`src/rtl/gamepad_pkg.sv`:
```
// Shared types and constants for the serial gamepad device.
package gamepad_pkg;
  localparam int          GP_NBITS        = 16;
  localparam logic [15:0] GP_BTN_RELEASED = 16'hFFFF;

  typedef enum logic [1:0] {
    ST_IDLE,
    ST_LATCH,
    ST_SHIFT
  } gp_state_e;
endpackage

```
`src/rtl/gamepad_if.sv`:
```
// Host-facing pad pins plus local button/status signals of the gamepad device.
interface gamepad_if;
  logic        pad_latch;
  logic        pad_clk;
  logic        pad_data;
  logic [15:0] btn;
  logic        btn_load;
  logic        busy;
  logic        frame_done;
  logic        abort;

  modport master (
    output pad_latch, pad_clk, btn, btn_load,
    input  pad_data, busy, frame_done, abort
  );

  modport slave (
    input  pad_latch, pad_clk, btn, btn_load,
    output pad_data, busy, frame_done, abort
  );
endinterface

```
`src/rtl/gamepad_in_filter.sv`:
```
// Two-flop synchronizer, FILT_LEN-sample level filter and registered edge pulses
// for one asynchronous pad input.
module gp_in_filter #(
  parameter int FILT_LEN = 3
) (
  input  logic clk,
  input  logic rst,
  input  logic pin,
  output logic rise,
  output logic fall
);
  logic       s1_q, s2_q;
  logic       filt_q, filt_d;
  logic       filt_dly_q;
  logic       rise_q, rise_d;
  logic       fall_q, fall_d;
  logic [3:0] cnt_q, cnt_d;

  // cnt counts consecutive samples disagreeing with the accepted level
  always_comb begin
    cnt_d  = cnt_q;
    filt_d = filt_q;
    if (s2_q == filt_q) begin
      cnt_d = '0;
    end else if (cnt_q == 4'(FILT_LEN - 1)) begin
      filt_d = s2_q;
      cnt_d  = '0;
    end else begin
      cnt_d = cnt_q + 4'd1;
    end
    rise_d = filt_q & ~filt_dly_q;
    fall_d = ~filt_q & filt_dly_q;
  end

  always_ff @(posedge clk) begin
    if (rst) begin
      s1_q       <= 1'b0;
      s2_q       <= 1'b0;
      filt_q     <= 1'b0;
      filt_dly_q <= 1'b0;
      rise_q     <= 1'b0;
      fall_q     <= 1'b0;
      cnt_q      <= '0;
    end else begin
      s1_q       <= pin;
      s2_q       <= s1_q;
      filt_q     <= filt_d;
      filt_dly_q <= filt_q;
      rise_q     <= rise_d;
      fall_q     <= fall_d;
      cnt_q      <= cnt_d;
    end
  end

  assign rise = rise_q;
  assign fall = fall_q;
endmodule

```
`src/rtl/gamepad_device.sv`:
```
// Serial gamepad: latches a staged 16-bit button word on the host latch and
// shifts it out bit0-first on filtered host shift clocks.
module gamepad_device
  import gamepad_pkg::*;
#(
  parameter int   FILT_LEN = 3,
  parameter logic FILL     = 1'b0
) (
  input logic      clk,
  input logic      rst,
  gamepad_if.slave pad
);
  logic latch_rise, latch_fall, clk_rise, unused_clk_fall;

  gp_in_filter #(.FILT_LEN(FILT_LEN)) u_latch_filt (
    .clk (clk), .rst (rst), .pin (pad.pad_latch),
    .rise(latch_rise), .fall(latch_fall)
  );

  gp_in_filter #(.FILT_LEN(FILT_LEN)) u_clk_filt (
    .clk (clk), .rst (rst), .pin (pad.pad_clk),
    .rise(clk_rise), .fall(unused_clk_fall)
  );

  gp_state_e            state_q, state_d;
  logic [GP_NBITS-1:0]  stage_q, stage_d;
  logic [GP_NBITS-1:0]  shreg_q, shreg_d;
  logic [4:0]           cnt_q, cnt_d;
  logic                 pad_data_q, pad_data_d;
  logic                 frame_done_q, frame_done_d;
  logic                 abort_q, abort_d;

  always_comb begin
    stage_d      = pad.btn_load ? pad.btn : stage_q;
    state_d      = state_q;
    shreg_d      = shreg_q;
    cnt_d        = cnt_q;
    frame_done_d = 1'b0;
    abort_d      = 1'b0;
    case (state_q)
      ST_IDLE: if (latch_rise) state_d = ST_LATCH;
      ST_LATCH: begin
        // stage_d includes a same-cycle btn_load, giving the bypass for free
        shreg_d = stage_d;
        if (latch_fall) begin
          state_d = ST_SHIFT;
          cnt_d   = '0;
        end
      end
      ST_SHIFT: begin
        // latch edges take priority; a coincident clock rise is dropped
        if (latch_rise) begin
          state_d = ST_LATCH;
          abort_d = 1'b1;
        end else if (clk_rise) begin
          shreg_d = {FILL, shreg_q[GP_NBITS-1:1]};
          cnt_d   = cnt_q + 5'd1;
          if (cnt_q == 5'(GP_NBITS - 1)) begin
            state_d      = ST_IDLE;
            frame_done_d = 1'b1;
          end
        end
      end
      default: state_d = ST_IDLE;
    endcase

    case (state_d)
      ST_LATCH: pad_data_d = stage_d[0];
      ST_SHIFT: pad_data_d = shreg_d[0];
      default:  pad_data_d = FILL;
    endcase
  end

  always_ff @(posedge clk) begin
    if (rst) begin
      state_q      <= ST_IDLE;
      stage_q      <= GP_BTN_RELEASED;
      shreg_q      <= GP_BTN_RELEASED;
      cnt_q        <= '0;
      pad_data_q   <= FILL;
      frame_done_q <= 1'b0;
      abort_q      <= 1'b0;
    end else begin
      state_q      <= state_d;
      stage_q      <= stage_d;
      shreg_q      <= shreg_d;
      cnt_q        <= cnt_d;
      pad_data_q   <= pad_data_d;
      frame_done_q <= frame_done_d;
      abort_q      <= abort_d;
    end
  end

  assign pad.pad_data   = pad_data_q;
  assign pad.busy       = (state_q != ST_IDLE);
  assign pad.frame_done = frame_done_q;
  assign pad.abort      = abort_q;
endmodule

```
`src/flat_wrapper.sv`:
```
// flat-port wrapper written by rule: the top's interface ports become plain ports
module gamepad_device_flat import gamepad_pkg::*;
#(
  parameter int   FILT_LEN = 3,
  parameter logic FILL     = 1'b0
)
  (clk, rst, pad_pad_latch, pad_pad_clk, pad_btn, pad_btn_load, pad_pad_data, pad_busy, pad_frame_done, pad_abort);
  gamepad_if pad_i ();
  input logic clk;
  input logic rst;
  input wire logic [$bits(pad_i.pad_latch)-1:0] pad_pad_latch;
  input wire logic [$bits(pad_i.pad_clk)-1:0] pad_pad_clk;
  input wire logic [$bits(pad_i.btn)-1:0] pad_btn;
  input wire logic [$bits(pad_i.btn_load)-1:0] pad_btn_load;
  output wire logic [$bits(pad_i.pad_data)-1:0] pad_pad_data;
  output wire logic [$bits(pad_i.busy)-1:0] pad_busy;
  output wire logic [$bits(pad_i.frame_done)-1:0] pad_frame_done;
  output wire logic [$bits(pad_i.abort)-1:0] pad_abort;
  assign pad_i.pad_latch = pad_pad_latch;
  assign pad_i.pad_clk = pad_pad_clk;
  assign pad_i.btn = pad_btn;
  assign pad_i.btn_load = pad_btn_load;
  assign pad_pad_data = pad_i.pad_data;
  assign pad_busy = pad_i.busy;
  assign pad_frame_done = pad_i.frame_done;
  assign pad_abort = pad_i.abort;
  gamepad_device #(.FILT_LEN(FILT_LEN), .FILL(FILL)) u_core (.clk(clk), .rst(rst), .pad(pad_i));
endmodule
```
`config.mk`:
```
export PLATFORM = sky130hd
export DESIGN_NAME = gamepad_device_flat
export DESIGN_NICKNAME = d
export VERILOG_FILES = /design/src/rtl/gamepad_pkg.sv /design/src/rtl/gamepad_if.sv /design/src/rtl/gamepad_in_filter.sv /design/src/rtl/gamepad_device.sv /design/src/flat_wrapper.sv
export SDC_FILE = /design/constraint.sdc
export NUM_CORES = 1
export LEC_CHECK = 0
export BUFFER_PORTS_ARGS = -buffer_cell sky130_fd_sc_hd__buf_2
export CORE_MARGIN = 8
export CORE_UTILIZATION = 58
export DETAILED_ROUTE_END_ITERATION = 12
export PLACE_DENSITY = 0.78
export SYNTH_ARGS = -nofsm -noshare
export SYNTH_HDL_FRONTEND = slang
export SYNTH_SLANG_ARGS = --single-unit
```
`constraint.sdc`:
```
create_clock -name clk -period 2.8 [get_ports clk]
set_input_delay 0.42 -clock clk [delete_from_list [all_inputs] [get_ports clk]]
set_output_delay 0.42 -clock clk [all_outputs]
set_load 0.01 [all_outputs]
```
# After elaboration in Yosys (flattened, before gate mapping)
# Index checks and enable logic that the tools add are counted.
# classes
n_addsub	3
multipliers	0
n_div	0
order_cmp	0
eq_ne	12
shifts	0
mux	17
n_bitwise	10
reduce_logical	11
# op_table
operator	count
$mux 16	3
$pmux 16 s2	1
$mux 5	3
$mux 2	5
$pmux 5 s2	1
$add 4x1->4 const B	2
$eq 4x2->1 const B	2
$not 1->1	7
$ne 2x2->1 const B	3
$pmux 2 s3	1
$reduce_or 3->1	2
$add 5x1->5 const B	1
$eq 5x4->1 const B	1
$eq 2x1->1 const B	2
$eq 2x2->1 const B	2
$reduce_and 2->1	2
$reduce_and 4->1	1
$reduce_bool 2->1	2
$reduce_or 4->1	1
$and 1x1->1	3
$reduce_and 3->1	1
$eq 1x1->1	2
$logic_not 2->1	1
$mux 1	2
2 further kinds	2
# word_totals
regBits	61
latch_bits	0
mem_bits_rw	0
rom_bits	0
input_bits	21
output_inout_bits	4
elab_cells	74
mem_count	0

# Depth between registers and ports, before layout
# logic_depth
depth_word	7
mapped_depth	12
depth_no_buf	12

# Modules after synthesis
# Synthesis repeated with hierarchy kept, for this count alone.
# unflattened
cells_unflattened	257
hier_area_um2	2617.5
# modules_own_cells
mod	n_inst	cells_each	area_per_inst_um2	seq_area_each_um2
gamepad_device	1	197	1936.9	840.8
gp_in_filter	2	30	340.3	200.2

# Worst setup path after synthesis
# No wires, ideal clock.
# synth_timing
kind	register to register
from	reg u_core.cnt_q[0]
to	reg u_core.pad_data_q, in the netlist u_core.pad.pad_data
setup_ns	0.078
arrival_ns	2.064
t_required_ns	2.722
setup_slack_ns	0.658
stages_incl_launch_ff	13
n_path_buf	0
period_less_slack_ns	2.142
cell_sequence	dfxtp_1 ha_1 and3_1 ha_1 a21boi_2 nor2_1 or3_4 a21oi_1 ha_1 o211ai_1 a21oi_1 a21oi_1 nor3_1
# synth_between
elab_chain_cells	7
elab_cells_between_ends	8
cone_classes	eq/ne (3); mux (5)
# synth_rtl
element	line	source
from (decl)	gamepad_device.sv:28	logic [4:0] cnt_q, cnt_d;
from (signal assigned)	gamepad_device.sv:87	cnt_q <= cnt_d;
$eq 5x4->1 *	gamepad_device.sv:58	if (cnt_q == 5'(GP_NBITS - 1)) begin
$mux 2 *	gamepad_device.sv:58	
$mux 2 *	gamepad_device.sv:55	end else if (clk_rise) begin
$mux 2 *	gamepad_device.sv:52	if (latch_rise) begin
$pmux 2 s3 *	gamepad_device.sv:40	case (state_q)
net u_core.state_d[1]	gamepad_device.sv:25	gp_state_e state_q, state_d;
$eq 2x2->1 / $eq 2x1->1 (equally long branches)	gamepad_device.sv:67	case (state_d)
$pmux 1 s2 *	gamepad_device.sv:67	
to (signal assigned)	gamepad_device.sv:88	pad_data_q <= pad_data_d;
to (decl)	gamepad_device.sv:29	logic pad_data_q, pad_data_d;
# Mark *: on every way through the listed nets, which the timed path passes. The rest lies on a longest branch.
# A chain may end at the register's enable or synchronous reset.

# Final worst setup path
# Same ends and word-level chain as after synthesis.

==> flow_metrics.env <==
export IMPL_dieWidth_um=83.82
export IMPL_cp_data_arrival_time_ps=2560
export IMPL_starting_density_pct=60.84
export IMPL_crit_path_top_delay_cell="sky130_fd_sc_hd__or3_4"
export IMPL_insertedDiodeCount=0
export IMPL_syn_to_final_growth_pct=9.990
export IMPL_syn_area_per_cell_um2=10.26
export IMPL_tritoncts_clock_tree="done"
export IMPL_fmax_ghz=0.4319
export IMPL_die_h_um=83.82
export IMPL_floorplan_rows=24
export IMPL_postSynth_topFlopCell="sky130_fd_sc_hd__dfxtp_1"
export IMPL_final_period_minus_worst_setup_slack_ps=2315
export IMPL_vias_per_cell=5.467
export IMPL_dpl_hpwl_um=3032
export IMPL_crit_path_start_kind="flip-flop"
export IMPL_timing_worst_setup_path_type="flip-flop to flip-flop"
export IMPL_layout_worst_path_cycle_share_pct=82.68
export IMPL_route_antenna_remaining_nets=0
export IMPL_post_cts_setup_buffers=0
export IMPL_detail_route_wl_per_cell_um=13.26
export IMPL_ioPinCount=25
export IMPL_detailedRoute_firstPassIterationCount=4
export IMPL_clockBufferDepth=2
export IMPL_gp_congestion=0.7254
export IMPL_grt_antenna_before_repair=0
export IMPL_numCtsBuffers=9
export IMPL_hold_violation_count_in_the_final_report=0
export IMPL_groute_usage_overall_pct=13.63
export IMPL_register_to_register_setup_slack_ps=480
export IMPL_buffer_ports_inserted=24
export IMPL_totalWireLength_um=4482
export IMPL_final_setup_viol_count=0
export IMPL_fp_coreArea_um2=4384
export IMPL_layout_cells_sized_above_1_pct=25.87
export IMPL_cts_htree_levels=3
export IMPL_finish_utilization_pct=66.92
export IMPL_synth_edff_count=0
export IMPL_nets=315
export IMPL_grt_max_degree=52
export IMPL_critical_path_n_buffers_inverters=0
export IMPL_unrepaired_setup_endpoints_after_global_routing="no"
export IMPL_critical_path_peak_fanout=3
export IMPL_fin_setup_tns_ps=0
export IMPL_final_max_slew_viol_count=0
export IMPL_synthArstFlopShare_pct=0
export IMPL_ys_seq_area_share_pct=45.78
export IMPL_first_global_vias=1882
export IMPL_clk_latency_ps=330
export IMPL_status="finished clean"
export IMPL_detailedRoute_firstIterationViolations=125
export IMPL_cts_resized_gates=0
export IMPL_route_vias_total=1848
export IMPL_slew_limit_headroom_pct=45.26
export IMPL_critPathCaptureType="flip-flop"
export IMPL_detail_route_drc_violations=0
export IMPL_ratio_of_total_power_to_cell_area_nw_per_um2=559.2
export IMPL_cts_clk_pin_slew_worst_paths_ps=60
export IMPL_synth_fp_nets=293
export IMPL_total_leakage_power_uw=0.001098
export IMPL_peakVddDrop_v=0.0003839
export IMPL_synthesis_instances=260
export IMPL_clock_sinks=61
export IMPL_skew_ps=8.369
export IMPL_min_path_type="input pin to flip-flop"
export IMPL_clock_root_buffer="sky130_fd_sc_hd__clkbuf_8"
export IMPL_grt_pass1_wl_um=7948
export IMPL_cap_viol_max_count=0
export IMPL_netlist_cell_type_count=44
export IMPL_worst_path_max_stage_delay_ps=340
export IMPL_timing_worst_slew_pin_value_ps=821.1
export IMPL_critical_path_top_delay_family="simple AND/OR/NAND/NOR gates"
export IMPL_grt_ovfl_total=0
export IMPL_synth_cell_area_um2=2668
export IMPL_synth_yosys_warnings=0
export IMPL_critical_path_required_ps=3050
export IMPL_synth_ff_latch_count=61
export IMPL_holdBufCountCts=0
export IMPL_design_die_area_um2=7025
export IMPL_crit_path_cell_trace="ha_1 > and3_1 > ha_1 > a21boi_2 > nor2_1 > or3_4 > a21oi_1 > ha_1 > o211ai_1 > a21oi_1 > a21oi_1 > nor3_1"
## worst register-to-register path, stage by stage, from the launching register on
cell and delay [ps]:
sky130_fd_sc_hd__dfxtp_1 330, sky130_fd_sc_hd__ha_1 210, sky130_fd_sc_hd__and3_1 180, sky130_fd_sc_hd__ha_1 190, sky130_fd_sc_hd__a21boi_2 160, sky130_fd_sc_hd__nor2_1 50, sky130_fd_sc_hd__or3_4 340, sky130_fd_sc_hd__a21oi_1 160
sky130_fd_sc_hd__ha_1 190, sky130_fd_sc_hd__o211ai_1 90, sky130_fd_sc_hd__a21oi_1 160, sky130_fd_sc_hd__a21oi_1 50, sky130_fd_sc_hd__nor3_1 120
## cell usage after synthesis, types with 2 or more instances
| cell | n | area share, % |
|---|---|---|
| sky130_fd_sc_hd__ha_1 | 12 | 5.6 |
| sky130_fd_sc_hd__a21o_1 | 2 | 0.56 |
| sky130_fd_sc_hd__clkbuf_1 | 4 | 0.56 |
| sky130_fd_sc_hd__xor2_1 | 2 | 0.66 |
| sky130_fd_sc_hd__o21ai_2 | 10 | 3.3 |
| sky130_fd_sc_hd__or2_2 | 5 | 1.2 |
| sky130_fd_sc_hd__nor2_1 | 20 | 2.8 |
| sky130_fd_sc_hd__nand3_1 | 4 | 0.75 |
| sky130_fd_sc_hd__a211oi_2 | 3 | 1.4 |
| sky130_fd_sc_hd__nor2b_1 | 8 | 1.9 |
| sky130_fd_sc_hd__a22oi_1 | 14 | 3.9 |
| sky130_fd_sc_hd__xnor2_1 | 7 | 2.3 |
| sky130_fd_sc_hd__or2_1 | 10 | 2.3 |
| sky130_fd_sc_hd__inv_1 | 9 | 1.3 |
| sky130_fd_sc_hd__mux2_1 | 5 | 2.1 |
| sky130_fd_sc_hd__nand2_1 | 3 | 0.42 |
| sky130_fd_sc_hd__o21ai_1 | 7 | 1.3 |
| sky130_fd_sc_hd__nor3_1 | 2 | 0.38 |
| sky130_fd_sc_hd__a21oi_1 | 20 | 3.8 |
| sky130_fd_sc_hd__buf_2 | 3 | 0.56 |
| sky130_fd_sc_hd__mux2_2 | 9 | 3.8 |
| sky130_fd_sc_hd__nor3b_1 | 4 | 1.1 |
| sky130_fd_sc_hd__mux2i_1 | 5 | 1.9 |
| sky130_fd_sc_hd__or3_1 | 3 | 0.70 |
| sky130_fd_sc_hd__dfxtp_1 | 61 | 46 |
| sky130_fd_sc_hd__buf_6 | 6 | 2.5 |
| sky130_fd_sc_hd__nand2b_1 | 5 | 1.2 |
## state kept, by name, indices dropped and copies added, names as in the netlist, 2 cells and up
name and cells:
u_core.cnt_q 5, u_core.state_q 2, u_core.u_clk_filt.cnt_q 4, u_core.u_latch_filt.cnt_q 4, u_core.stage_q 16, u_core.shreg_q 16
## layout make-up
cell class              count  area (um^2)
clock buffers              11        151.4
clock inverters             4        23.77
fillers                   378         1450
inverters                   9        33.78
multi-input cells         176         1311
flip-flops and latches     61         1221
well taps                  52        65.06
repair buffers             25        127.6
## cells in the final DEF, fill, tap and decap left out, drive strengths merged
master and n:
a22oi 14, o221ai 1, nor3b 4, nor3 2
a21oi 21, xnor2 7, and3 1, nor2 21
nand4b 1, nand3b 1, a21boi 1, or2 15
nand2 3, ha 12, inv 9, dfxtp 61
or3 4, a21o 2, nand3 4, o211ai 1
clkbuf 11, o21a 1, mux2i 5, xor2 2
o21ai 19, and2b 3, a211oi 3, nand2b 5
nor2b 8, clkinv 4, and3b 1, buf 25
mux2 14
## cells by family after synthesis
logic type	Yosys count	synth area share (%)
multiplexers	19	7.786
AO/OA/AOI/OAI	63	16.70
AND/OR/NAND/NOR	73	16.09
adder cells (fa/ha/maj)	12	5.628
XOR/XNOR	9	2.955
buffers and inverters	23	5.065
flip-flops	61	45.78
## stage by stage
step / total power [uW] / cells / worst slack (ps) / instance area [um^2] / hold WS [ps]
5_1_grt: 1696 / 338 / 290.1 / 2934 / 297.5
4_1_cts: 1656 / 338 / 474.1 / 2934 / 289.6
3_5_place_dp: 978.7 / 323 / 501.7 / 2759 / 390.6
3_3_place_gp: 975.8 / 323 / 581.9 / 2759 / 375.5
6_report: 1641 / 338 / 484.9 / 2934 / 297.5
2_1_floorplan: 957.1 / 260 / 658.1 / 2668 / 367.4
## power breakdown
group / internal, uW / leakage [uW] / switching, uW
logic: 35.4 / 0.000507 / 32.8
clock network: 361 / 0.0000949 / 322
registers: 885 / 0.000497 / 4.85
## path summary, 6_finish.rpt
path                                      from                      to  depth (start not counted)
hold reg to reg   u_core.u_clk_filt.filt_dly_q  u_core.u_clk_filt.rise                          1
setup reg to reg               u_core.cnt_q[0]     u_core.pad.pad_data                         12
setup / recovery               u_core.cnt_q[0]     u_core.pad.pad_data                         12
hold / removal                     pad_pad_clk  u_core.u_clk_filt.s1_q                          2
## metal layers
layer | vias to the layer above | global-route usage, % | part of all wire [%]
met5 | - | 0 | 0
met4 | 0 | 9.105 | 2.6
met3 | 10 | 4.785 | 5.2
met2 | 35 | 21.89 | 46
met1 | 862 | 14.75 | 46
li1 | 941 | - | -
Power figures use the tool's default switching activity.
